==> config.mk <==
export PLATFORM = sky130hd
export DESIGN_NAME = itof_pipe
export DESIGN_NICKNAME = d
export VERILOG_FILES = /design/src/rtl/fpu_pkg.sv /design/src/rtl/itof_pipe_lzc.sv /design/src/rtl/itof_pipe.sv
export SDC_FILE = /design/constraint.sdc
export NUM_CORES = 1
export LEC_CHECK = 0
export CORE_ASPECT_RATIO = 1.25
export CORE_MARGIN = 1.5
export CORE_UTILIZATION = 40
export DETAILED_ROUTE_END_ITERATION = 8
export HOLD_SLACK_MARGIN = 0.08
export PLACE_DENSITY = 0.58
export SLEW_MARGIN = 10
export SYNTH_ARGS = -nofsm -noshare
export SYNTH_HDL_FRONTEND = slang
export SYNTH_SLANG_ARGS = --single-unit
export TNS_END_PERCENT = 5
==> constraint.sdc <==
create_clock -name clk -period 3.01 [get_ports clk]
set_clock_uncertainty 0.2 [all_clocks]
set_input_delay 0.602 -clock clk [delete_from_list [all_inputs] [get_ports clk]]
set_output_delay 0.602 -clock clk [all_outputs]
set_load 0.02 [all_outputs]
==> src/rtl/fpu_pkg.sv <==
// -----------------------------------------------------------------------------
// fpu_pkg
// Shared floating-point definitions for the integer-to-float pipeline.
//   FLOAT_BIAS / MANT_W / EXP_W : IEEE-754 binary32 field parameters
//   float32_t                   : packed {sign, exp, mant} view of a binary32
//   float_pack()                : assembles a float32_t from its fields
// -----------------------------------------------------------------------------
package fpu_pkg;

  localparam int unsigned FLOAT_BIAS = 127;
  localparam int unsigned MANT_W     = 23;
  localparam int unsigned EXP_W      = 8;

  typedef struct packed {
    logic              sign;
    logic [EXP_W-1:0]  exp;
    logic [MANT_W-1:0] mant;
  } float32_t;

  function automatic float32_t float_pack(input logic              sign,
                                          input logic [EXP_W-1:0]  exp,
                                          input logic [MANT_W-1:0] mant);
    float32_t f;
    f.sign = sign;
    f.exp  = exp;
    f.mant = mant;
    return f;
  endfunction

endpackage

==> src/rtl/itof_pipe_lzc.sv <==
// -----------------------------------------------------------------------------
// lzc
// Combinational leading-zero counter.
//   data_i : operand, W bits
//   cnt_o  : number of leading zeros, $clog2(W)+1 bits; all-zero input gives W
// -----------------------------------------------------------------------------
module lzc #(
  parameter  int unsigned W  = 32,
  localparam int unsigned CW = $clog2(W) + 1
) (
  input  logic [W-1:0]  data_i,
  output logic [CW-1:0] cnt_o
);

  // Scanning upward lets the highest set bit make the final assignment.
  always_comb begin
    cnt_o = CW'(W);
    for (int unsigned i = 0; i < W; i++) begin
      if (data_i[i]) begin
        cnt_o = CW'(W - 1 - i);
      end
    end
  end

endmodule

==> src/rtl/itof_pipe.sv <==
// -----------------------------------------------------------------------------
// itof_pipe
// Pipelined integer (signed or unsigned) to IEEE-754 binary32 converter with
// valid/ready handshakes and a single global stall enable.
//   clk, rstn          : clock, asynchronous active-low reset
//   in_valid/in_ready  : input handshake (in_ready = pipeline enable)
//   in_data, in_signed : IW-bit operand and its signedness
//   out_valid/out_ready: output handshake
//   out_data           : binary32 result
//   out_inexact        : rounding discarded nonzero bits
// The accepted word is registered first, then passes three processing stages
// (sign/magnitude, normalise, round/pack), so a result emerges three edges
// after its acceptance edge.
// -----------------------------------------------------------------------------
module itof_pipe
  import fpu_pkg::*;
#(
  parameter int unsigned IW     = 32,
  parameter int unsigned NSTAGE = 3
) (
  input  logic          clk,
  input  logic          rstn,
  input  logic          in_valid,
  output logic          in_ready,
  input  logic [IW-1:0] in_data,
  input  logic          in_signed,
  output logic          out_valid,
  input  logic          out_ready,
  output logic [31:0]   out_data,
  output logic          out_inexact
);

  generate
    if (NSTAGE != 3) begin : g_bad_nstage
      $error("itof_pipe: NSTAGE must be 3");
    end
    if (IW < 2 || IW > 32) begin : g_bad_iw
      $error("itof_pipe: IW must be in 2..32");
    end
  endgenerate

  logic en;

  // Input capture register
  logic          s0_valid_q;
  logic [IW-1:0] s0_data_q;
  logic          s0_signed_q;

  // Stage 1: sign and magnitude
  logic          s1_valid_q;
  logic          s1_sign_q,  s1_sign_d;
  logic [31:0]   s1_mag_q,   s1_mag_d;
  logic [IW-1:0] s1_neg;

  // Stage 2: normalisation
  logic          s2_valid_q;
  logic          s2_sign_q;
  logic [31:0]   s2_norm_q,  s2_norm_d;
  logic [5:0]    s2_lz_q,    s2_lz_d;

  // Stage 3: round and pack (output register)
  logic          out_valid_q;
  float32_t      out_data_q, out_data_d;
  logic          out_inexact_q, out_inexact_d;

  logic [MANT_W-1:0] mant;
  logic [MANT_W:0]   mant_inc;
  logic              guard, sticky, round_up, carry;
  logic [EXP_W-1:0]  exp_v;

  assign en       = !out_valid_q || out_ready;
  assign in_ready = en;

  // ---------------- stage 1 ----------------
  always_comb begin
    s1_sign_d = s0_signed_q && s0_data_q[IW-1];
    s1_neg    = ~s0_data_q + IW'(1);
    s1_mag_d  = '0;
    s1_mag_d[IW-1:0] = s1_sign_d ? s1_neg : s0_data_q;
  end

  // ---------------- stage 2 ----------------
  lzc #(.W(32)) u_lzc (
    .data_i (s1_mag_q),
    .cnt_o  (s2_lz_d)
  );

  assign s2_norm_d = s1_mag_q << s2_lz_d;

  // ---------------- stage 3 ----------------
  // A clear bit 31 after normalisation means the magnitude was zero.
  always_comb begin
    mant     = s2_norm_q[30:8];
    guard    = s2_norm_q[7];
    sticky   = |s2_norm_q[6:0];
    round_up = guard && (sticky || mant[0]);
    mant_inc = {1'b0, mant} + (MANT_W+1)'(round_up);
    carry    = mant_inc[MANT_W];
    exp_v    = EXP_W'(FLOAT_BIAS + 31) - EXP_W'(s2_lz_q) + EXP_W'(carry);
    if (s2_norm_q[31]) begin
      // On carry the incremented mantissa field is already all zeros.
      out_data_d    = float_pack(s2_sign_q, exp_v, mant_inc[MANT_W-1:0]);
      out_inexact_d = guard || sticky;
    end else begin
      out_data_d    = '0;
      out_inexact_d = 1'b0;
    end
  end

  // ---------------- registers ----------------
  always_ff @(posedge clk or negedge rstn) begin
    if (!rstn) begin
      s0_valid_q    <= 1'b0;
      s0_data_q     <= '0;
      s0_signed_q   <= 1'b0;
      s1_valid_q    <= 1'b0;
      s1_sign_q     <= 1'b0;
      s1_mag_q      <= '0;
      s2_valid_q    <= 1'b0;
      s2_sign_q     <= 1'b0;
      s2_norm_q     <= '0;
      s2_lz_q       <= '0;
      out_valid_q   <= 1'b0;
      out_data_q    <= '0;
      out_inexact_q <= 1'b0;
    end else if (en) begin
      s0_valid_q    <= in_valid;
      s0_data_q     <= in_data;
      s0_signed_q   <= in_signed;
      s1_valid_q    <= s0_valid_q;
      s1_sign_q     <= s1_sign_d;
      s1_mag_q      <= s1_mag_d;
      s2_valid_q    <= s1_valid_q;
      s2_sign_q     <= s1_sign_q;
      s2_norm_q     <= s2_norm_d;
      s2_lz_q       <= s2_lz_d;
      out_valid_q   <= s2_valid_q;
      out_data_q    <= out_data_d;
      out_inexact_q <= out_inexact_d;
    end
  end

  assign out_valid   = out_valid_q;
  assign out_data    = out_data_q;
  assign out_inexact = out_inexact_q;

endmodule

# --- Word level (Yosys, flattened, before mapping) ---
# Index checks and enable logic that the tools add are counted.
op_classes:
  reduce_logical: 7
  multipliers: 0
  n_mux: 35
  eq_ne: 0
  n_addsub: 4
  magnitude_cmp: 0
  n_div: 0
  shift: 1
  n_bitwise: 1
ops:
  columns: ["operator", "count"]
  rows:
  - ["two-way mux 6 bit", 32]
  - ["two-way mux 32 bit", 2]
  - ["adder 32 x 1 -> 32 bit, second input constant", 1]
  - ["NOT 32 bit", 1]
  - ["left shift 32 x 6 -> 32 bit", 1]
  - ["adder 23 x 1 -> 24 bit", 1]
  - ["adder 8 x 1 -> 8 bit", 1]
  - ["subtractor 8 x 6 -> 8 bit, first input constant", 1]
  - ["OR reduction 7 bit", 1]
  - ["logical OR 1 bit", 3]
  - ["logical AND 1 bit", 2]
  - ["logical NOT 1 bit", 1]
  - ["two-way mux 1 bit", 1]
totals:
  ram_bits: 0
  memories: 0
  regBits: 142
  latch_bits: 0
  word_cells: 63
  mem_bits_ro: 0
  input_bits: 37
  output_inout_bits: 35

# --- Logic depth before layout (Yosys ltp) ---
# Gate-level depths: netlist (run 1).
depth:
  depth_word: 33
  ltp_mapped: 13

# --- By module ---
# From an unflattened synthesis (run 1), not the netlist that was laid out.
unflattened:
  cells_unflattened: 905
  area_unflattened_um2: 8373.0
modules_own_cells:
  columns: ["module", "n_inst", "seq_area_each_um2", "area_each_um2", "cells_each"]
  rows:
  - ["itof_pipe", 1, 3553.4, 8005.2, 840]
  - ["lzc", 1, 0.0, 367.9, 65]

# --- Worst setup path before layout (run 1) ---
# No wires, ideal clock.
synth_timing:
  path_kind: "register to register"
  from: "register s2_norm_q[12]"
  to: "register out_data_q, in the netlist out_data[28]"
  synth_period_minus_slack_ns: 2.877
  arrival_time_ns: 2.544
  path_stages_with_launch: 13
  setup_time_ns: 0.133
  t_required_ns: 2.677
  n_path_buf: 0
  slack_ns: 0.133
  cell_sequence: "dfrtp_1 > and4_1 > and4_1 > nand4_1 > nor4_1 > and3_1 > and3_1 > nand4_1 > ha_1 > and3_1 > and3_1 > xnor2_1 > o21ai_0"
synth_between:
  elab_chain_cells: 3
synth_lines:
  columns: ["element", "line_no", "text"]
  rows:
  - ["start: declaration", "itof_pipe.sv:58", "logic [31:0] s2_norm_q, s2_norm_d;"]
  - ["start signal: assignment", "itof_pipe.sv:135", "s2_norm_q <= s2_norm_d;"]
  - ["adder 23 x 1 -> 24 bit", "itof_pipe.sv:97", "mant_inc = {1'b0, mant} + (MANT_W+1)'(round_up);"]
  - ["adder 8 x 1 -> 8 bit", "itof_pipe.sv:99", "exp_v = EXP_W'(FLOAT_BIAS + 31) - EXP_W'(s2_lz_q) + EXP_W'(carry);"]
  - ["two-way mux 32 bit", "itof_pipe.sv:100", "if (s2_norm_q[31]) begin"]
  - ["end signal: assignment", "itof_pipe.sv:138", "out_data_q <= out_data_d;"]
  - ["end: declaration", "itof_pipe.sv:63", "float32_t out_data_q, out_data_d;"]
# Every way passes these cells.
# A chain may end at the register's enable or synchronous reset.

# --- Worst setup path in the final report (run 1) ---
layout_timing:
  from: "register s1_mag_q[21]"
  to: "register s2_norm_q[26]"
layout_between:
  elab_chain_cells: 12
layout_lines:
  columns: ["element", "line_no", "text"]
  rows:
  - ["start: declaration", "itof_pipe.sv:52", "logic [31:0] s1_mag_q, s1_mag_d;"]
  - ["start signal: assignment", "itof_pipe.sv:132", "s1_mag_q <= s1_mag_d;"]
  - ["two-way mux 6 bit (11 in series)", "itof_pipe_lzc.sv:19", "if (data_i[i]) begin"]
  - ["left shift 32 x 6 -> 32 bit (*)", "itof_pipe.sv:88", "assign s2_norm_d = s1_mag_q << s2_lz_d;"]
# Mark *: on every way between the ends. The rest lies on a longest branch, timed or not.

==> flow_summary.toml, run 1 <==
[synthesis]
yosysSeqAreaShare = 0.435
synthFlopType = "dfrtp_1"
syn_avg_cell_area_um2 = 8.69
synth_top_family_by_area = "simple AND/OR/NAND/NOR gates"
yosysUniqueCellTypes = 60
syn-cell-area_um2 = 8180
synth_compound_area_frac = 0.154
synth_seq_cells = 142
muxShareOfSynthArea = 0.102
syn_nets = 983
syn_inst = 941
synthAdderAreaFrac = 0.00765
yosysWarnings = 0
synth-xor-area-share = 0.0579
ys_async_sr_fraction = 1.00
synth_edf_count = 0
yosys.area_share.simple = 0.201

[placed_design]
place_congestion = 0.941
dp_hpwl_um = 17000
placed_area_um2 = 10100
place_inst = 1366
port_buffers = 71

[cells_and_area]
fin_area_um2 = 11200
n_antenna_cell = 0
regArea_um2 = 3550
fin_cells = 1412
area_delta_synth_final_pct = 36.8
multiInputGateArea_um2 = 4560
nets = 1172
n_fill_cell = 1877
layout_commonest_cell = "nand2_1"
final_cell_mix = "nand2_1, dfrtp_1, buf_4, o21ai_0, clkdlybuf4s50_1"
drive_gt1_frac = 0.221

[cts]
tritoncts = "yes"
cts-root-buf = "clkbuf_16"
cts_max_level = 4
worstSkewPairLatency_ns = 0.43
cts-buffers-inserted = 17
cts_sinks = 142
clockBufferDepth = 2
clkTransAtPathRegs_ns = 0.06

[floorplanning]
ios = 72
die-area_um2 = 21300
die_h_um = 163
die_w_um = 131
core_area_um2 = 20100
start_util = 0.407
core.rowCount = 58

[critical_path]
crit_path_end_kind = "flip-flop"
slowest_delay_ns = 0.54
r2r_start = "s1_mag_q[21]"
slowest_stage = "or4_4"
crit_type = "reg2reg"
crit_chain = "or4_4 -> or3_4 -> a31oi_4 -> o21ai_4 -> buf_6 -> mux2i_1 -> mux2i_2 -> mux2_4 -> a221oi_4 -> o221ai_2"
startpoint_type = "flip-flop"
critPathRequiredTime_ns = 3.11
cp.arrival_ns = 3.26
critPathLaunch = "s1_mag_q[21]"
crit_fanout = 5

[route]
num_vias = 7272
routedWlPerCell_um = 16.2
drc = 0
drt_iter0_drc = 391
firstDrtPassIters = 7
ant_nets = 0
routed_via_density = 5.15
drt_wl_total_um = 22900

[worst_hold_path]
hp-start = "s2_valid_q"
hold_path.class = "reg2reg"

[sta]
tns_ns = -0.881
period_share = 1.05
finalHoldViolations = 0
layout_min_cycle_time_ns = 3.16
layout_setup_ws_ns = -0.149
finalSetupViolations = 16
tightest_slew_ns = 0.800
max_freq_mhz = 317
max_slew_margin = 0.465
slew_violations = 0
rsz0062_at_grt = "true"

[outcome]
violations = "negative setup slack"
status = "finished with violations"

[global_routing]
grt_pass1_vias = 7032
antenna_found_initial = 0
grt_pass1_wl_um = 36700
grtUsageTotal = 0.226
grt_overflow_total = 0
grt_max_degree = 101

[power_and_ir_drop]
power_density_nw_per_um2 = 1360
max-vdd-ir-drop_mv = 0.541
p_leak_nw = 5.01

[run]
drv_cap = 0
-- final timing paths --
check | depth (start not counted) | to | slack [ns]
worst max-delay path | 10 | s2_norm_q[26] | -0.15
min in group asynchronous | 2 | out_data[25] | 0.50
max in group asynchronous | 3 | s1_mag_q[27] | 1.46
worst min register to register | 2 | s2_valid_q | 0.26
worst max register to register | 10 | s2_norm_q[26] | -0.15
worst min-delay path | 2 | s2_valid_q | 0.26
-- cell families after synthesis --
kind of cell	count (synthesis)
AOI/OAI and AO/OA	198
adders and majority gates	5
buffers and inverters	79
and+or+nand+nor	382
muxes	81
DFF	142
xor gates and xnor gates	54
-- synthesized netlist by cell type, drive strengths merged, types with 4 or more instances --
cell | n | area (um^2)
nand2 | 232 | 871
dfrtp | 142 | 3550
o21ai | 86 | 430
mux2i | 74 | 741
nor2 | 55 | 206
clkbuf | 36 | 135
a21oi | 34 | 174
xnor2 | 29 | 254
xor2 | 25 | 219
nand3 | 24 | 120
inv | 22 | 82.6
buf | 21 | 139
nor3 | 14 | 70.1
nor4 | 13 | 81.3
o31ai | 13 | 97.6
o221ai | 10 | 93.8
o22ai | 10 | 62.6
nand2b | 9 | 56.3
and3 | 8 | 50.1
nor2b | 7 | 43.8
o21a | 7 | 52.6
mux2 | 6 | 67.6
a211o | 5 | 43.8
a22o | 5 | 43.8
and2 | 5 | 31.3
ha | 5 | 62.6
a31oi | 4 | 25.0
-- sequential cells by signal, indices dropped and copies added, names as in the netlist --
name         cells
s2_valid_q       1
s1_sign_q        1
out_valid        1
out_inexact      1
s2_lz_q          6
s1_valid_q       1
s0_valid_q       1
s2_norm_q       32
s0_data_q       32
s1_mag_q        32
out_data        32
s0_signed_q      1
s2_sign_q        1
-- routing by layer --
metal  track usage  up-vias  wire length, um
li1              -     3661                -
met1         0.265     3431             9560
met2         0.401      137            11900
met3        0.0335       43              529
met4         0.109        0              873
met5             0        -                0
-- power breakdown --
part / total (W) / internal [W] / switching [W]
clock: 0.00226 / 0.00141 / 0.000851
combinational: 0.00951 / 0.00473 / 0.00478
sequential: 0.00339 / 0.00274 / 0.000652
total: 0.0152 / 0.00888 / 0.00628
-- critical path: cells and delay by family, from the launching register on --
kind	cells	cell delay (ns)
buffers and inverters	1	0.14
flip-flops	1	0.39
multiplexers	3	0.62
AO/OA/AOI/OAI	4	0.75
AND/OR/NAND/NOR	2	0.93
-- layout make-up --
cell class,count,area share
Sequential cell,142,0.318
Tap cell,270,0.0302
Clock inverter,13,0.0169
Multi-Input combinational cell,721,0.408
Clock buffer,18,0.0393
Inverter,22,0.00738
Timing Repair Buffer,226,0.181
-- through the flow --
stage | hold WS (ns) | utilization | worst slack, ns | power, W
finish | 0.259 | 0.557 | -0.149 | 0.0152
global route | 0.294 | 0.557 | -0.238 | 0.0162
CTS | 0.266 | 0.546 | -0.0625 | 0.0146
detailed placement | 0.249 | 0.504 | -0.291 | 0.0118
global placement | 0.243 | 0.504 | -0.267 | 0.0117
floorplan | 0.106 | - | 0.133 | 0.00810
-- timing repair --
action | CTS | global route
gates cloned | 1 | 0
hold buffers | 1 | 0
resized for setup | 28 | 42
setup buffers | 6 | 8
endpoints found under the setup margin | 33 | 36
pin swaps | 6 | 15
hold endpoints to repair | 49 | 0
Note: power is estimated with default switching activity, not from simulation.
==> inputs of run 2 (changes only) <==
Settings changed: HOLD_SLACK_MARGIN 0.08 to unset.
==> results of run 2 <==
No change in the layout: final DEF, timing and power equal those of run 1.
==> inputs of run 3 (changes only) <==
Settings changed: CTS_BUF_LIST set to sky130_fd_sc_hd__clkbuf_16, GPL_TIMING_DRIVEN set to 0.
==> run 3 against run 2 <==
Against the previous run: the run still ends with negative setup slack left; final cell count fell by 4.4%; cell area is 3.1% lower; die area did not move; register-to-register slack got worse by 0.05 ns; flip-flop and latch count did not move; maximum frequency fell by 1.6%; count of clock-buffer cells in the layout decreased by 1; setup slack got worse by 0.053 ns; sequential power is 8.0% higher; core utilization shrank 1.7 points.
==> flow_summary.toml, run 3 (synthesis results as in run 1) <==
[cells_and_area]
nets = 1109
final_cell_mix = "nand2_1, dfrtp_1, o21ai_0, clkdlybuf4s50_1, nor2_1"
n_fill_cell = 1910
drive_gt1_frac = 0.193
fin_area_um2 = 10800
layout_commonest_cell = "nand2_1"
area_delta_synth_final_pct = 32.6
fin_cells = 1350
n_antenna_cell = 0

[critical_path]
rrSetupSlack_ns = -0.20
crit_type = "reg2reg"
crit_path_end_kind = "flip-flop"
worst-path-buf-inv = 2
reg2reg_depth = 11
critical_path_depth = 11
crit_fanout = 8
timing.rr.end = "s2_norm_q[26]"
slowest_delay_ns = 0.48
cp.arrival_ns = 3.31
startpoint_type = "flip-flop"
crit_family = "compound AO/OA/AOI/OAI gates"
critPathRequiredTime_ns = 3.10
crit_chain = "or3_1 -> a221o_1 -> a21oi_2 -> o221ai_4 -> buf_8 -> buf_6 -> mux2i_2 -> mux2i_1 -> mux2_4 -> a221oi_4 -> o221ai_2"
slowest_stage = "dfrtp_2"
r2r_start = "s1_mag_q[15]"

[global_routing]
grt_pass1_vias = 7263
grt_overflow_total = 0
grt_max_degree = 76
grtUsageTotal = 0.252
grt_pass1_wl_um = 40400
antenna_found_initial = 0

[cts]
cts_max_level = 4
cts-root-buf = "clkbuf_16"
tritoncts = "yes"
clockBufferDepth = 2
cts-buffers-inserted = 17
worstSkewPairLatency_ns = 0.43
cts_sinks = 142
clkTransAtPathRegs_ns = 0.06

[sta]
fin_hold_ws_ns = 0.272
finalSetupViolations = 21
finalHoldViolations = 0
layout_setup_ws_ns = -0.201
period_share = 1.07
rsz0062_at_grt = "true"
max_freq_mhz = 311
layout_min_cycle_time_ns = 3.21
tightest_slew_ns = 0.943
tns_ns = -2.29
slew_violations = 0
max_slew_margin = 0.371

[placed_design]
dp_hpwl_um = 18600
place_congestion = 0.926
place_inst = 1283
placed_area_um2 = 9260
place_ws_ns = -1.46
port_buffers = 71

[floorplanning]
core_area_um2 = 20100
die-area_um2 = 21300
start_util = 0.407
die_w_um = 131
die_h_um = 163
core.rowCount = 58
ios = 72

[worst_hold_path]
hold_path.class = "reg2reg"
min_to = "out_data[31]"
hp-start = "out_data[31]"
hold_depth = 2

[route]
firstDrtPassIters = 6
drt_iter0_drc = 587
drc = 0
routedWlPerCell_um = 19.0
ant_nets = 0
drt_wl_total_um = 25700
num_vias = 7346
routed_via_density = 5.44

[outcome]
violations = "negative setup slack"
status = "finished with violations"

[power_and_ir_drop]
p_leak_nw = 4.55
power_density_nw_per_um2 = 1390
max-vdd-ir-drop_mv = 0.652

[run]
drv_cap = 0
==> run 3: area by class of cell <==
class	instances	area (um^2)	area share
multi-input combinational	720	4860	0.449
sequential	142	3560	0.329
timing repair buffer	113	1060	0.0979
clock buffer	17	425	0.0393
tap	270	338	0.0312
buffer	51	334	0.0308
clock inverter	15	169	0.0156
inverter	22	87.6	0.00808
==> run 3: worst register-to-register path: stages, from the launching register on <==
cell and delay (ns):
dfrtp_2 0.48, or3_1 0.34, a221o_1 0.28, a21oi_2 0.19, o221ai_4 0.19, buf_8 0.20
buf_6 0.14, mux2i_2 0.19, mux2i_1 0.12, mux2_4 0.30, a221oi_4 0.30, o221ai_2 0.14
==> run 3: through the flow <==
stage | power (W) | utilization
4_1_cts | 0.0143 | 0.526
2_1_floorplan | 0.00810 | -
6_report | 0.0151 | 0.539
5_1_grt | 0.0159 | 0.539
3_3_place_gp | 0.0105 | 0.459
3_5_place_dp | 0.0105 | 0.460
==> run 3: timing repair <==
item	CTS	global route
resized for setup	124	48
hold buffers	1	0
endpoints found under the hold margin	67	0
buffers inserted	30	8
pin swaps	19	13
cloned	1	1
setup endpoints to repair	42	43
==> run 3: power by group <==
part | internal, W | total (W) | switching, W | leakage [nW]
clock | 0.00130 | 0.00216 | 0.000860 | 0.292
combinational | 0.00423 | 0.00923 | 0.00501 | 2.54
sequential | 0.00275 | 0.00366 | 0.000912 | 1.72
total | 0.00827 | 0.0151 | 0.00678 | 4.55
==> run 3: worst max path at each step <==
| stage | startpoint | end | slack, ns |
|---|---|---|---|
| floorplan | s2_norm_q[12] | out_data[28] | 0.13 |
| global placement | rstn | s0_data_q[24] | -4.80 |
| detailed placement | out_ready | in_ready | -1.46 |
| CTS | s1_mag_q[20] | s2_norm_q[12] | -0.18 |
| global route | s1_mag_q[15] | s2_norm_q[26] | -0.30 |
| finish | s1_mag_q[15] | s2_norm_q[26] | -0.20 |
==> run 3: metal layers <==
| metal | vias up | GRT usage | share of wire | wire length [um] |
|---|---|---|---|---|
| met5 | - | 0 | 0 | 0 |
| met4 | 0 | 0.143 | 0.056 | 1440 |
| met1 | 3528 | 0.291 | 0.40 | 10200 |
| met3 | 66 | 0.0322 | 0.035 | 891 |
| li1 | 3540 | - | - | - |
| met2 | 212 | 0.445 | 0.51 | 13200 |
